<file path="src/rtl/regg_pkg.sv">
// Shared constants and helpers for the regg_load pipeline.
// Op codes, datapath widths and the op-group classification.
package regg_pkg;

    localparam int DATA_W = 16;
    localparam int ADDR_W = 8;
    localparam int REG_W  = 4;
    localparam int OP_W   = 4;

    localparam logic [OP_W-1:0] OP_LD    = 4'd0;
    localparam logic [OP_W-1:0] OP_LDADD = 4'd1;
    localparam logic [OP_W-1:0] OP_LDSUB = 4'd2;
    localparam logic [OP_W-1:0] OP_LDAND = 4'd3;
    localparam logic [OP_W-1:0] OP_LDOR  = 4'd4;
    localparam logic [OP_W-1:0] OP_LDXOR = 4'd5;
    localparam logic [OP_W-1:0] OP_LDSHR = 4'd6;
    localparam logic [OP_W-1:0] OP_LDNEG = 4'd7;

    // Only the two-operand ops read regbank[rs]; everything else ignores it.
    function automatic logic op_uses_rs(input logic [OP_W-1:0] op);
        return (op >= OP_LDADD) && (op <= OP_LDXOR);
    endfunction

endpackage

</file>
<file path="src/rtl/regg_load_alu.sv">
// Combinational result unit for regg_load: (op, M, R) -> 16-bit result.
// Undefined op codes produce zero.
module regg_load_alu
    import regg_pkg::*;
(
    input  logic [OP_W-1:0]   op,
    input  logic [DATA_W-1:0] m,
    input  logic [DATA_W-1:0] r,
    output logic [DATA_W-1:0] result
);

    always_comb begin
        // NOTE: default assignment first so no path through the case leaves result unassigned (no latch).
        result = '0;
        case (op)
            OP_LD:    result = m;
            OP_LDADD: result = m + r;
            OP_LDSUB: result = m - r;
            OP_LDAND: result = m & r;
            OP_LDOR:  result = m | r;
            OP_LDXOR: result = m ^ r;
            OP_LDSHR: result = m >> 1;
            OP_LDNEG: result = -m;
            default:  result = '0;
        endcase
    end

endmodule

</file>
<file path="src/rtl/regg_load.sv">
// Load-side pipeline (F/X/W) owning the 256x16 data memory and 16x16 register bank.
// Define REGG_LOAD_FWD_EN to forward x_result on a RAW hazard instead of stalling one cycle.
module regg_load
    import regg_pkg::*;
(
    input  logic                clk,
    input  logic                rst,
    input  logic                in_valid,
    output logic                in_ready,
    input  logic [OP_W-1:0]     op,
    input  logic [REG_W-1:0]    rs,
    input  logic [REG_W-1:0]    rd,
    input  logic [ADDR_W-1:0]   addr,
    input  logic                mem_we,
    input  logic [ADDR_W-1:0]   mem_waddr,
    input  logic [DATA_W-1:0]   mem_wdata,
    output logic                out_valid,
    output logic [REG_W-1:0]    out_rd,
    output logic [DATA_W-1:0]   out_data,
    input  logic [REG_W-1:0]    dbg_raddr,
    output logic [DATA_W-1:0]   dbg_rdata
);

    logic [DATA_W-1:0] mem     [256];
    logic [DATA_W-1:0] regbank [16];

    logic              f_valid;
    logic [OP_W-1:0]   f_op;
    logic [REG_W-1:0]  f_rs;
    logic [REG_W-1:0]  f_rd;
    logic [DATA_W-1:0] f_m;

    logic              x_valid;
    logic [REG_W-1:0]  x_rd;
    logic [DATA_W-1:0] x_result;

    logic              hazard;
    logic              stall;
    logic              accept;
    logic [DATA_W-1:0] operand_r;
    logic [DATA_W-1:0] alu_result;

    // The instruction in X has not reached the bank yet, so F would read a stale R.
    assign hazard = f_valid && x_valid && op_uses_rs(f_op) && (x_rd == f_rs);

`ifdef REGG_LOAD_FWD_EN
    assign stall     = 1'b0;
    assign operand_r = hazard ? x_result : regbank[f_rs];
`else
    assign stall     = hazard;
    assign operand_r = regbank[f_rs];
`endif

    assign in_ready  = !rst && !stall;
    assign accept    = in_valid && in_ready;
    assign dbg_rdata = regbank[dbg_raddr];

    regg_load_alu u_alu (
        .op     (f_op),
        .m      (f_m),
        .r      (operand_r),
        .result (alu_result)
    );

    // NOTE: the data memory is deliberately left out of reset; fills must land even on the reset edge.
    always_ff @(posedge clk) begin
        if (mem_we) begin
            mem[mem_waddr] <= mem_wdata;
        end
    end

    always_ff @(posedge clk) begin
        if (rst) begin
            for (int i = 0; i < 16; i++) begin
                regbank[i] <= '0;
            end
        end else if (x_valid) begin
            regbank[x_rd] <= x_result;
        end
    end

    // NOTE: non-blocking assignments so each stage samples the previous stage's pre-edge values.
    always_ff @(posedge clk) begin
        if (rst) begin
            f_valid   <= 1'b0;
            f_op      <= '0;
            f_rs      <= '0;
            f_rd      <= '0;
            f_m       <= '0;
            x_valid   <= 1'b0;
            x_rd      <= '0;
            x_result  <= '0;
            out_valid <= 1'b0;
            out_rd    <= '0;
            out_data  <= '0;
        end else begin
            if (!stall) begin
                f_valid <= accept;
                if (accept) begin
                    f_m  <= mem[addr];
                    f_op <= op;
                    f_rs <= rs;
                    f_rd <= rd;
                end
            end

            // A stalled F holds its contents and X takes a bubble while the older result retires.
            x_valid <= f_valid && !stall;
            if (f_valid && !stall) begin
                x_rd     <= f_rd;
                x_result <= alu_result;
            end

            out_valid <= x_valid;
            if (x_valid) begin
                out_rd   <= x_rd;
                out_data <= x_result;
            end
        end
    end

endmodule

</file>
<file path="config.mk">
export PLATFORM = sky130hd
export DESIGN_NAME = regg_load
export DESIGN_NICKNAME = d
export VERILOG_FILES = /design/src/rtl/regg_pkg.sv /design/src/rtl/regg_load_alu.sv /design/src/rtl/regg_load.sv
export SDC_FILE = /design/constraint.sdc
export NUM_CORES = 2
export LEC_CHECK = 0
export BUFFER_PORTS_ARGS = -buffer_cell sky130_fd_sc_hd__buf_4
export CORE_ASPECT_RATIO = 1.25
export CORE_MARGIN = 3
export CORE_UTILIZATION = 45
export CTS_CLUSTER_DIAMETER = 60
export DETAILED_ROUTE_END_ITERATION = 6
export PLACE_DENSITY = 0.72
export SYNTH_ARGS = -nofsm -noshare
export SYNTH_HDL_FRONTEND = slang
export SYNTH_HIERARCHICAL = 1
export SYNTH_MEMORY_MAX_BITS = 65536
export SYNTH_SLANG_ARGS = --single-unit
</file>
<file path="constraint.sdc">
create_clock -name clk -period 4.8 [get_ports clk]
set_input_delay 0.48 -clock clk [delete_from_list [all_inputs] [get_ports clk]]
set_output_delay 0.48 -clock clk [all_outputs]
set_load 0.03 [all_outputs]
</file>
* Word level (Yosys, flattened, before mapping)
Memories as Yosys holds them, arrays and structs flattened. A register that Yosys moved wholly into a read port is not among the register bits. Index checks and enable logic that the tools add are counted.
Word-level totals: word-level logic and storage cells 54, latch bits 0, memory bits (read-only) 0, bits of input ports 52, memories 2, flip-flop bits (word level) 55, output and inout bits 38, RAM bits 4352
Operators by class: bitwise logic cells 4, add/subtract/negate cells 3, $mul 0, equality and inequality tests 8, mux-type cells 13, shift operators 0, reductions and logical operators 12, order comparisons 2, div/mod/pow operators 0
Memory list:
- mem | words 256, width 16, read ports 1, clocked after Yosys merged registers in 1, wr ports 1, line regg_load.sv:24 | logic [DATA_W-1:0] mem [256];
- regbank | words 16, width 16, read ports 2, clocked after Yosys merged registers in 1, wr ports 16, line regg_load.sv:25 | logic [DATA_W-1:0] regbank [16];
Operators with widths (count):
- case mux 16 bit (8 select lines) | 1
- adder 16 bit | 1
- bitwise AND 16 bit | 1
- == test 4 x 3 -> 1 bit, second input constant | 4
- two-way mux 16 bit | 1
- negation 16 bit | 1
- OR 16 bit | 1
- OR reduction 16 bit | 1
- subtractor 16 bit | 1
- XOR 16 bit | 1
- two-way mux 4 bit | 3
- == test 4 x 2 -> 1 bit, second input constant | 2
- two-way mux 1 bit | 8
- logical AND 1 bit | 7
- == test 4 x 1 -> 1 bit, second input constant | 1
- == test 4 bit | 1
- >= comparator 4 x 1 -> 1 bit, second input constant | 1
- <= comparator 4 x 3 -> 1 bit, second input constant | 1
- logical NOT 4 bit | 1
- logical NOT 1 bit | 2
- AND reduction 2 bit | 1
- inverter 1 bit | 1

* Depth between registers and ports, before layout
word-level depth 10, depth in mapped cells 21, depth with buffers taken out 19

* Hierarchy
Netlist, hierarchy kept.
By module, submodules not included:
- regg_load | cells each 8233, times used 1, area each 174173.3 µm²
- regg_load_alu | cells each 362, times used 1, area each 2557.5 µm²

* Worst setup path after synthesis
No wires, ideal clock.
path kind reg2reg, start point reg with a tool-made name, end point reg x_result[15], arrival 4944 ps, slack -268 ps, library setup time 125 ps, cell stages (with the launch flop) 22, path buffers 3, clock period less this slack 5068 ps, cells stage by stage dfxtp_1 > clkbuf_1 > buf_1 > mux4_2 > mux4_2 > inv_1 > ha_1 > nor2b_1 > nand3_1 > or4_1 > o31ai_1 > xnor2_1 > ha_1 > clkbuf_8 > a21oi_1 > o21ai_0 > a31oi_1 > o21ai_0 > xnor2_1 > o21ai_0 > mux2i_1 > nor2_1
RTL lines:
- end signal: assignment | line regg_load.sv:111 | x_result <= alu_result;
- end: declaration | line regg_load.sv:35 | logic [DATA_W-1:0] x_result;

==> results.sh <==
export IMPL_setup_violations=0
export IMPL_hold_viol=0
export IMPL_gr_usage_met2_pct=39.2
export IMPL_synth_top_area_cell="edfxtp_1"
export IMPL_gp_congestion=0.886
export IMPL_ys_ff_latch=4427
export IMPL_clkPwrFrac_pct=40.8
export IMPL_firstDrtPassIters=6
export IMPL_dr_first_iter_drc_count=12900
export IMPL_dp_cells=13900
export IMPL_routed_wl_um=477000
export IMPL_worst_setup_path_end_kind="register"
export IMPL_dpl_cell_area_um2=187000
export IMPL_cts_made_buffers=409
export IMPL_rows=256
export IMPL_die_y_um=707
export IMPL_critPathBufInv=4
export IMPL_sw_frac_of_total_pct=22.0
export IMPL_start_kind="register"
export IMPL_critPathTopFamily="multiplexers"
export IMPL_final_layout_size_suffix_gt1_share_pct=26.3
export IMPL_path_clk_slew_ps=60
export IMPL_synth_area_um2=177000
export IMPL_ys_async_sr_fraction_pct=0
export IMPL_synth_cell_types=87
export IMPL_status="complete, no violations"
export IMPL_cellPowerDensity_nw_per_um2=405
export IMPL_avgSynthCellArea_um2=20.6
export IMPL_clk_path_buf_depth=4
export IMPL_grtUsageMet1_pct=29.4
export IMPL_syn_nets=8697
export IMPL_vias=92200
export IMPL_grt_ovfl_total=0
export IMPL_initial_core_util_pct=45.3
export IMPL_area_delta_synth_final_pct=13.6
export IMPL_ir_drop_v=0.000345
export IMPL_nFillCells=29700
export IMPL_synth_ff_type="edfxtp_1"
export IMPL_internal_power_mw=63.5
export IMPL_crit_path_top_delay_cell="mux4_2"
export IMPL_io_pin_count=90
export IMPL_yosysSeqAreaShare_pct=74.8
export IMPL_p_leak_nw=64.5
export IMPL_synth_edff_count=4352
export IMPL_tightest_slew_ps=1420
export IMPL_synth_area_top_cells="edfxtp_1 (74%), mux4_2 (14%), mux2i_1 (2.9%)"
export IMPL_arrival_ps=5400
export IMPL_seqCellArea_um2=132000
export IMPL_port_buffer_count=89
export IMPL_required_ps=5610
export IMPL_die_area_um2=400000
export IMPL_power_frac_seq_pct=52.6
export IMPL_critPathKind="reg -> reg"
export IMPL_cts_htree_levels=5
export IMPL_syn_instance_count=8595
export IMPL_clk_latency_ps=1010
export IMPL_drv_cap=0
export IMPL_post_route_period_util_pct=95.7
export IMPL_drc_errors=0
export IMPL_yosysWarnings=6
export IMPL_hp_class="in -> reg"
export IMPL_core_um2=390000
export IMPL_path_cells="buf_12 > mux4_2 > mux4_2 > inv_2 > ha_4 > nor2b_4 > buf_6 > nand3_4 > or4_4 > nor2_4 > a41oi_2 > xnor2_1 > ha_1 > a21oi_2 > buf_4 > o21ai_0 > a31oi_1 > o21ai_1 > xnor2_1 > o21ai_1 > mux2i_1 > nor2_1"
export IMPL_critPathMaxStageDelay_ps=550
export IMPL_p_sw_mw=17.9
export IMPL_cts_root_buf="clkbuf_16"
export IMPL_crit_fanout=4
export IMPL_grt_max_degree=179
export IMPL_antenna_found_initial=31
export IMPL_dieWidth_um=567
export IMPL_synth_top_cell_area_share_pct=73.9
export IMPL_cts_tree="yes"
export IMPL_postRouteAntennaNets=0
export IMPL_dp_hpwl_um=289000
export IMPL_report_final_slew_viol_count=0
export IMPL_grt_usage_pct=23.5
export IMPL_grt_pass1_wl_um=681000
export IMPL_multi_input_area_um2=41700
export IMPL_clock_skew_ps=84.6
export IMPL_grt_pass1_vias=92900
export IMPL_maxSlewHeadroom_pct=5.22
export IMPL_drt_wirelength_per_cell_um=32.4
export IMPL_rsz0062_at_grt="yes"
export IMPL_pwr_share_comb_pct=6.5
export IMPL_timing_final_crit_period_ps=4590
export IMPL_max_freq_mhz=218
export IMPL_stdcell_count=14700
export IMPL_gr_usage_met3_pct=4.55
export IMPL_via_per_inst=6.26
export IMPL_stdcell_area_um2=201000
export IMPL_nets=9303
export IMPL_grt_busiest_layer="met2"
export IMPL_cts_sinks=4427
## registers in the layout, summed over array words and instances (netlist names), named ones only
| register | cells |
|---|---|
| x_valid | 1 |
| f_rs | 4 |
| f_op | 4 |
| x_result | 16 |
| regbank | 256 |
| mem | 4096 |
| f_valid | 1 |
| out_rd | 4 |
| out_valid | 1 |
| x_rd | 4 |
| out_data | 16 |
| f_m | 16 |
| f_rd | 4 |
## logic make-up after synthesis
| kind of cell | Yosys count | share of synthesized area, % |
|---|---|---|
| multiplexers | 1595 | 16.7 |
| flip-flops | 4427 | 74.8 |
| AND/OR/NAND/NOR | 1125 | 3.10 |
| AO/OA/AOI/OAI | 780 | 3.09 |
| buffers and inverters | 580 | 1.81 |
| adder cells (fa/ha/maj) | 50 | 0.358 |
| XOR/XNOR | 38 | 0.188 |
## path summary, 6_finish.rpt
kind	startpoint	endpoint	slack, ps	depth (start not counted)
worst min-delay path	mem_wdata[1]	mem[165][1]	70	1
worst min register to register	f_rd[0]	f_rd[0]	470	2
worst max register to register	register	x_result[15]	210	22
worst max-delay path	register	x_result[15]	210	22
## power by group through the flow
stage | registers (mW) | logic (mW) | clock network [mW]
detailed placement | 43.6 | 5.21 | 0
CTS | 42.8 | 5.26 | 33.5
finish | 42.8 | 5.31 | 33.2
floorplan | 43.5 | 2.95 | 0
global route | 42.8 | 5.55 | 35.0
global placement | 43.6 | 5.12 | 0
## final cells by class
| cell class | instances | area share, % |
|---|---|---|
| flip-flops and latches | 4427 | 65.8 |
| multi-input cells | 3588 | 20.8 |
| clock buffers | 479 | 5.29 |
| repair buffers | 732 | 3.24 |
| well taps | 5160 | 3.22 |
| clock inverters | 282 | 1.54 |
| inverters | 43 | 0.0879 |
| diodes | 20 | 0.0249 |
## Yosys cell counts (71+ instances only)
master	count
nand2_1	186
nor2_1	396
mux2i_1	515
dfxtp_1	75
buf_2	71
a21oi_1	153
o221ai_1	182
buf_6	74
and2_1	273
mux4_2	1076
nor3_1	85
clkbuf_1	262
o22ai_1	125
edfxtp_1	4352
o21ai_0	75
## per-stage QoR
stage | hold slack, ps | TNS [ps] | utilization, % | total power [mW] | worst slack [ps]
floorplan | 435 | 0 | - | 46.5 | 15.8
finish | 67.5 | 0 | 51.5 | 81.4 | 206
CTS | 7.87 | 0 | 51.4 | 81.6 | 13.2
global route | 58.8 | -25.3 | 51.4 | 83.4 | -14.0
detailed placement | 455 | -62.9 | 47.8 | 48.8 | -62.9
global placement | 454 | -391 | 47.8 | 48.7 | -345
## what timing repair did
action	4_1_cts	5_1_grt
endpoints found under the hold margin	22	0
gates resized for setup	7	23
buffers inserted	2	1
gates cloned	1	0
pin swaps	0	6
hold buffers	16	0
endpoints found under the setup margin	2	5
## cell usage in the layout, fill, tap and decap left out, types with 60 or more instances in the layout
master / count
a21oi_1: 151
nor2_1: 325
nand2_1: 185
clkbuf_1: 64
mux2i_1: 515
clkinv_1: 102
buf_12: 62
clkbuf_16: 414
nor3_1: 84
buf_4: 629
clkinv_2: 75
and2_1: 273
nand3_1: 61
nor2_2: 64
edfxtp_1: 4352
o221ai_1: 182
dfxtp_1: 73
o21ai_0: 60
o22ai_1: 125
mux4_2: 1076
## routing by layer
layer  part of all wire, %  vias up
met3                    10     1112
met1                    34    48400
met4                   5.9       20
met5                 0.030        -
met2                    50     5565
li1                      -    37100
Power figures use the tool's default switching activity.
